===== config.mk =====
export PLATFORM = sky130hd
export DESIGN_NAME = fetch_unit
export DESIGN_NICKNAME = d
export VERILOG_FILES = /design/src/rtl/riscv_pkg.sv /design/src/rtl/pc_register.sv /design/src/rtl/fetch_unit.sv
export SDC_FILE = /design/constraint.sdc
export NUM_CORES = 1
export LEC_CHECK = 0
export BUFFER_PORTS_ARGS = -buffer_cell sky130_fd_sc_hd__buf_2
export CORE_MARGIN = 5
export CORE_UTILIZATION = 46
export DETAILED_ROUTE_END_ITERATION = 8
export PLACE_DENSITY = 0.81
export RECOVER_POWER = 100
export SLEW_MARGIN = 40
export SYNTH_ARGS = -nofsm -noshare
export SYNTH_HDL_FRONTEND = slang
export SYNTH_SLANG_ARGS = --single-unit
export TNS_END_PERCENT = 20

===== constraint.sdc =====
create_clock -name clk -period 2.53 [get_ports clk]
set_input_delay 0.3795 -clock clk [delete_from_list [all_inputs] [get_ports clk]]
set_output_delay 0.3795 -clock clk [all_outputs]
set_load 0.005 [all_outputs]

===== src/rtl/riscv_pkg.sv =====
// Shared RV32 fetch definitions: word width, NOP encoding, reset PC and fetch FSM states.
// FETCH_MISALIGN_CHECK_EN adds the TRAP state used by target-alignment checking.
package riscv_pkg;

  localparam int unsigned        XLEN             = 32;
  localparam logic [XLEN-1:0]    NOP_INSTR        = 32'h0000_0013;
  localparam logic [XLEN-1:0]    RESET_PC_DEFAULT = 32'h0000_0000;

`ifdef FETCH_MISALIGN_CHECK_EN
  typedef enum logic [1:0] {
    ST_FETCH = 2'd0,
    ST_WAIT  = 2'd1,
    ST_VALID = 2'd2,
    ST_TRAP  = 2'd3
  } fetch_state_e;
`else
  typedef enum logic [1:0] {
    ST_FETCH = 2'd0,
    ST_WAIT  = 2'd1,
    ST_VALID = 2'd2
  } fetch_state_e;
`endif

endpackage


===== src/rtl/pc_register.sv =====
// Program counter: reset load, enabled update, next-PC select and +4 adder.
// Targets arrive as word addresses, so the two byte-offset bits always load as zero.
module pc_register
  import riscv_pkg::*;
#(
  parameter logic [XLEN-1:0] RESET_PC = RESET_PC_DEFAULT
) (
  input  logic            clk,
  input  logic            reset,
  input  logic            i_en,
  input  logic            i_sel_target,
  input  logic [XLEN-3:0] i_target_word,
  output logic [XLEN-1:0] o_pc,
  output logic [XLEN-1:0] o_pc_plus4
);

  logic [XLEN-1:0] r_pc;
  logic [XLEN-1:0] w_pc_next;

  assign o_pc       = r_pc;
  assign o_pc_plus4 = r_pc + XLEN'(4);
  assign w_pc_next  = i_sel_target ? {i_target_word, 2'b00} : o_pc_plus4;

  always_ff @(posedge clk) begin
    if (reset) begin
      r_pc <= RESET_PC;
    end else if (i_en) begin
      r_pc <= w_pc_next;
    end
  end

endmodule


===== src/rtl/fetch_unit.sv =====
// Instruction fetch FSM: requests the word at PC, registers it, and retires on !stall_in.
// Defining FETCH_MISALIGN_CHECK_EN adds the misalign output and a sticky TRAP state.
module fetch_unit
  import riscv_pkg::*;
#(
  parameter logic [XLEN-1:0] RESET_PC = RESET_PC_DEFAULT
) (
  input  logic            clk,
  input  logic            reset,
  input  logic            PCSrc,
  input  logic [XLEN-1:0] PCTarget,
  input  logic            stall_in,
  output logic            imem_req,
  output logic [XLEN-1:0] imem_addr,
  input  logic            imem_ack,
  input  logic [XLEN-1:0] imem_rdata,
  output logic [XLEN-1:0] instr,
  output logic [XLEN-1:0] PC,
  output logic [XLEN-1:0] PCPlus4,
`ifdef FETCH_MISALIGN_CHECK_EN
  output logic            misalign,
`endif
  output logic            instr_valid
);

  fetch_state_e    r_state;
  fetch_state_e    w_state_nxt;
  logic [XLEN-1:0] r_instr;
  logic            w_capture;
  logic            w_pc_en;

  pc_register #(
    .RESET_PC (RESET_PC)
  ) u_pc_register (
    .clk           (clk),
    .reset         (reset),
    .i_en          (w_pc_en),
    .i_sel_target  (PCSrc),
    .i_target_word (PCTarget[XLEN-1:2]),
    .o_pc          (PC),
    .o_pc_plus4    (PCPlus4)
  );

`ifndef FETCH_MISALIGN_CHECK_EN
  logic w_unused_tgt_lsb;
  assign w_unused_tgt_lsb = ^PCTarget[1:0];
`endif

  always_comb begin
    w_state_nxt = r_state;
    w_capture   = 1'b0;
    w_pc_en     = 1'b0;
    case (r_state)
      ST_FETCH, ST_WAIT: begin
        if (imem_ack) begin
          w_capture   = 1'b1;
          w_state_nxt = ST_VALID;
        end else begin
          w_state_nxt = ST_WAIT;
        end
      end
      ST_VALID: begin
        if (!stall_in) begin
`ifdef FETCH_MISALIGN_CHECK_EN
          if (PCSrc && (PCTarget[1:0] != 2'b00)) begin
            w_state_nxt = ST_TRAP;
          end else begin
            w_pc_en     = 1'b1;
            w_state_nxt = ST_FETCH;
          end
`else
          w_pc_en     = 1'b1;
          w_state_nxt = ST_FETCH;
`endif
        end
      end
`ifdef FETCH_MISALIGN_CHECK_EN
      ST_TRAP: w_state_nxt = ST_TRAP;
`endif
      default: w_state_nxt = ST_FETCH;
    endcase
  end

  // Reset wins over any ack in the same cycle, so an abandoned request is never captured.
  always_ff @(posedge clk) begin
    if (reset) begin
      r_state <= ST_FETCH;
      r_instr <= NOP_INSTR;
    end else begin
      r_state <= w_state_nxt;
      if (w_capture) begin
        r_instr <= imem_rdata;
      end
    end
  end

  assign imem_req    = !reset && ((r_state == ST_FETCH) || (r_state == ST_WAIT));
  assign imem_addr   = PC;
  assign instr       = r_instr;
  assign instr_valid = !reset && (r_state == ST_VALID);
`ifdef FETCH_MISALIGN_CHECK_EN
  assign misalign    = (r_state == ST_TRAP);
`endif

endmodule


==> run summary <==
DRT
----------------------------------------------------------------------------------------------------
TritonRoute pass-1 iters                                                                           5
Total wire length after detailed routing                                                    12700 um
Uppermost layer routed                                                                          met5
Average via count per standard cell                                                             5.72
Total length of routed met2 wires                                                            5860 um
Post-Route M1 WL                                                                             4800 um
Average routed wire per standard cell                                                        16.1 um
Met3 wire length                                                                             1800 um
Detail Route Antenna Nets                                                                          0
DR vias                                                                                         4526
DRC viols                                                                                          0
Iter 0 DRT Violations                                                                            232

CLOCK NETWORK
----------------------------------------------------------------------------------------------------
Maximum level of the CTS H-tree                                                                    3
Clock sink count                                                                                  64
Clk Latency, worst-skew pair                                                                 0.34 ns
CTS tree                                                                                        done
Clock-pin slew reported for the worst setup and hold paths after clock tree synthesis        0.08 ns
Inserted Clock Buffers                                                                             9
Clock Root Buffer                                                                       sky130_fd_sc_hd__clkbuf_8
Largest buffer count on any clock path                                                             2

FINAL LAYOUT
----------------------------------------------------------------------------------------------------
Share of cells above drive strength 1                                                          34.0%
Number of inserted diodes                                                                          0
Final net count                                                                                  751
Final core utilization                                                                         61.0%
Post-route cell area                                                                    0.00504 mm^2
Layout overhead on the synthesized area                                                        28.2%

CRITICAL PATH
----------------------------------------------------------------------------------------------------
Crit-path cells                                                                         nand4_1 > or2_2 > nor3_2 > xor2_1 > buf_2
Capture instance of the worst register-to-register path                                 u_pc_register.o_pc[17]$_SDFFE_PP0N_
Worst-case register-to-register setup slack                                                  0.50 ns
Critical setup path kind                                                                  reg -> out
Critical Path Sink                                                                       PCPlus4[23]
Worst Reg-to-Reg Cells                                                                             5
Cell type of the slowest stage on the worst timing path                                 sky130_fd_sc_hd__dfxtp_1
CP Max Fanout                                                                                      9
Critical path's largest stage delay                                                          0.55 ns
Startpoint of the lowest-slack register-to-register path                                r_state[1]$_SDFFE_PP0P_
Start point of the critical path                                                        u_pc_register.o_pc[17]$_SDFFE_PP0N_
CP Launch Type                                                                                  flop
Arr. time, crit path                                                                         2.04 ns
Kind of end point of the critical path                                                  primary output
Worst EP required                                                                            2.15 ns

POWER AND IR DROP
----------------------------------------------------------------------------------------------------
Total power divided by cell area                                                         487 mW/mm^2
Internal power consumption                                                                   1.77 mW
Net Sw Power                                                                                0.684 mW
Maximum resistive drop on vdd                                                                 400 uV
Relative contribution of combinational cells to total power                                    14.3%
Fraction of power spent switching nets                                                         27.9%
Sequential share of power                                                                      45.1%
Total power consumption of the routed design                                                 2.46 mW
Clk network pwr share                                                                          40.6%
Leakage dissipation                                                                          2.30 nW

TIMING
----------------------------------------------------------------------------------------------------
Setup Skew                                                                                 0.0129 ns
Post-Route Setup TNS                                                                            0 ns
Achievable Freq                                                                              413 MHz
Post-route setup slack                                                                      0.110 ns
Final worst path period need                                                                 2.42 ns
Unrepaired setup endpoints after global routing                                                  yes
Tcrit/Tclk final                                                                               95.7%
Final count of hold timing violations                                                              0
Count of final setup violators                                                                     0
Actual transition at the worst max-transition pin                                            1.28 ns
Max-slew violation count                                                                           0
Max_slew headroom                                                                              14.8%

SYNTHESIS
----------------------------------------------------------------------------------------------------
Share of synthesized area occupied by flip-flops and latches                                   32.6%
Synthesized instance count                                                                       531
Yosys warns                                                                                        0
Flip-flop and latch count after synthesis                                                         64
Post-Synthesis Cell Area                                                                0.00393 mm^2
Number of synthesized flops with an enable pin                                                     0
Main area contributors after synthesis                                                  sky130_fd_sc_hd__dfxtp_1, sky130_fd_sc_hd__nand2_1, sky130_fd_sc_hd__buf_4
Synth async-reset ratio                                                                           0%
Average footprint of a synthesized cell                                                    7.40 um^2
Cell type contributing the most total cell area after synthesis                         sky130_fd_sc_hd__dfxtp_1
Synth cell types                                                                                  57
Most numerous cell types in the synthesized netlist                                     sky130_fd_sc_hd__nand2_1, sky130_fd_sc_hd__dfxtp_1, sky130_fd_sc_hd__a21oi_1
Most common cell in the synthesized netlist                                             sky130_fd_sc_hd__nand2_1
Area fraction of the dominant cell type after synthesis                                        32.6%
Dominant synthesized flop cell                                                          sky130_fd_sc_hd__dfxtp_1

FLOORPLANNING
----------------------------------------------------------------------------------------------------
IO Count                                                                                         199
Standard-cell rows                                                                                33
Horizontal extent of the die                                                                  102 um
Die Outline Area                                                                         0.0105 mm^2
Die Y                                                                                         102 um
Floorplan core area                                                                     0.00826 mm^2
Starting utilization of the core area                                                          47.6%

PLACE
----------------------------------------------------------------------------------------------------
Weighted congestion at the end of routability-driven global placement                          0.931
Count of input and output buffers                                                                190
Detailed-placement wirelength estimate                                                       9320 um
Area after DPL                                                                          0.00478 mm^2
Worst slack at placement                                                                    0.268 ns

GLOBAL ROUTING
----------------------------------------------------------------------------------------------------
Number of antenna violations at the first check in global routing                                  1
Aggregate global routing overflow                                                                  0
Overall fraction of global-route tracks in use                                                 22.9%
Vias in the first global route                                                                  3968
Largest net degree at the start of global routing                                                 36
First-pass GRT wire length                                                                  19400 um

HOLD PATH
----------------------------------------------------------------------------------------------------
Path category of the worst min-delay check                                                 in -> reg

RUN STATUS
----------------------------------------------------------------------------------------------------
Result of the run                                                                       finished, final reports clean

RUN
----------------------------------------------------------------------------------------------------
Number of maximum-capacitance constraint violations                                                0

registers in the layout, summed over array words and instances (netlist names):
name,flops
instr,32
r_state,2
u_pc_register.o_pc,30
power groups by stage:
stage	clock, mW	combinational, mW	sequential (mW)
after floorplan	0	0.210	1.12
after global placement	0	0.351	1.12
after detailed placement	0	0.358	1.13
after CTS	1.01	0.359	1.11
after global routing	1.06	0.390	1.12
final	0.997	0.351	1.11
stage by stage:
| stage | hold slack (ns) | std cells |
|---|---|---|
| floorplan | 0.453 | 536 |
| detailed placement | 0.445 | 774 |
| global route | 0.228 | 791 |
| CTS | 0.229 | 790 |
| global placement | 0.439 | 774 |
| finish | 0.238 | 791 |
metal layers:
layer  GRT usage [%]  vias up
met4            7.77        2
met1            28.4     2035
met2            37.0      298
li1                -     2156
met3            7.78       35
met5               0        -
how the worst min path moves through the flow:
stage                                      start                 endpoint  slack [ns]  depth (start not counted)
final                                   imem_ack  r_state[0]$_SDFFE_PP0P_        0.24                          2
after global routing                    imem_ack  r_state[0]$_SDFFE_PP0P_        0.23                          2
after global placement     instr[5]$_SDFFE_PP0P_    instr[5]$_SDFFE_PP0P_        0.44                          2
after CTS                               imem_ack  r_state[0]$_SDFFE_PP0P_        0.23                          2
after floorplan           instr[10]$_SDFFE_PP0P_   instr[10]$_SDFFE_PP0P_        0.45                          2
after detailed placement  instr[28]$_SDFFE_PP0P_   instr[28]$_SDFFE_PP0P_        0.44                          2
repair_timing:
action	in CTS	in global routing
resized for setup	5	15
buffers inserted	0	1
hold buffers	0	0
endpoints found under the setup margin	9	16
pin swaps	2	1
kinds of logic after synthesis:
kind of cell,after synthesis,share of synthesized area (%)
muxes,1,0.255
buffers and inverters,93,12.6
adders and majority gates,1,0.318
AOI/OAI and AO/OA,111,17.9
and+or+nand+nor,234,30.4
other,1,0.0954
xor gates and xnor gates,26,5.79
DFF,64,32.6
final cells by class:
| type | instances | area, um^2 |
|---|---|---|
| Sequential cell | 64 | 1290 |
| Multi-Input combinational cell | 379 | 2230 |
| Clock inverter | 6 | 92.6 |
| Inverter | 7 | 26.3 |
| Fill cell | 766 | 3220 |
| Clock buffer | 10 | 128 |
| Tap cell | 105 | 131 |
| Timing Repair Buffer | 220 | 1140 |
worst max-delay path: cells and delay by family, from the launching register on:
family / cells / cell delay (ns)
xor gates and xnor gates: 1 / 0.16
buffers and inverters: 1 / 0.13
DFF: 1 / 0.55
and+or+nand+nor: 3 / 0.88
cell usage in the layout, fill, tap and decap left out, types with 3 or more instances in the layout:
cell type / instances
sky130_fd_sc_hd__or4_1: 4
sky130_fd_sc_hd__nor4_1: 12
sky130_fd_sc_hd__xor2_1: 12
sky130_fd_sc_hd__dfxtp_2: 9
sky130_fd_sc_hd__buf_2: 165
sky130_fd_sc_hd__nor2_1: 13
sky130_fd_sc_hd__clkbuf_1: 28
sky130_fd_sc_hd__and3_1: 6
sky130_fd_sc_hd__nor3_1: 12
sky130_fd_sc_hd__clkbuf_8: 9
sky130_fd_sc_hd__nand2_1: 102
sky130_fd_sc_hd__a311o_1: 3
sky130_fd_sc_hd__o311ai_0: 3
sky130_fd_sc_hd__a31oi_1: 15
sky130_fd_sc_hd__o31ai_1: 5
sky130_fd_sc_hd__a21oi_1: 45
sky130_fd_sc_hd__nor4_2: 4
sky130_fd_sc_hd__nand4_1: 20
sky130_fd_sc_hd__conb_1: 6
sky130_fd_sc_hd__and4_1: 3
sky130_fd_sc_hd__nand3_1: 27
sky130_fd_sc_hd__a32o_1: 4
sky130_fd_sc_hd__o21ai_0: 15
sky130_fd_sc_hd__nor3b_1: 3
sky130_fd_sc_hd__nor3_2: 3
sky130_fd_sc_hd__inv_1: 6
sky130_fd_sc_hd__dfxtp_1: 55
sky130_fd_sc_hd__buf_4: 28
sky130_fd_sc_hd__and2_1: 4
sky130_fd_sc_hd__or3_1: 4
sky130_fd_sc_hd__xnor2_1: 14
Note: power is estimated with default switching activity, not from simulation.
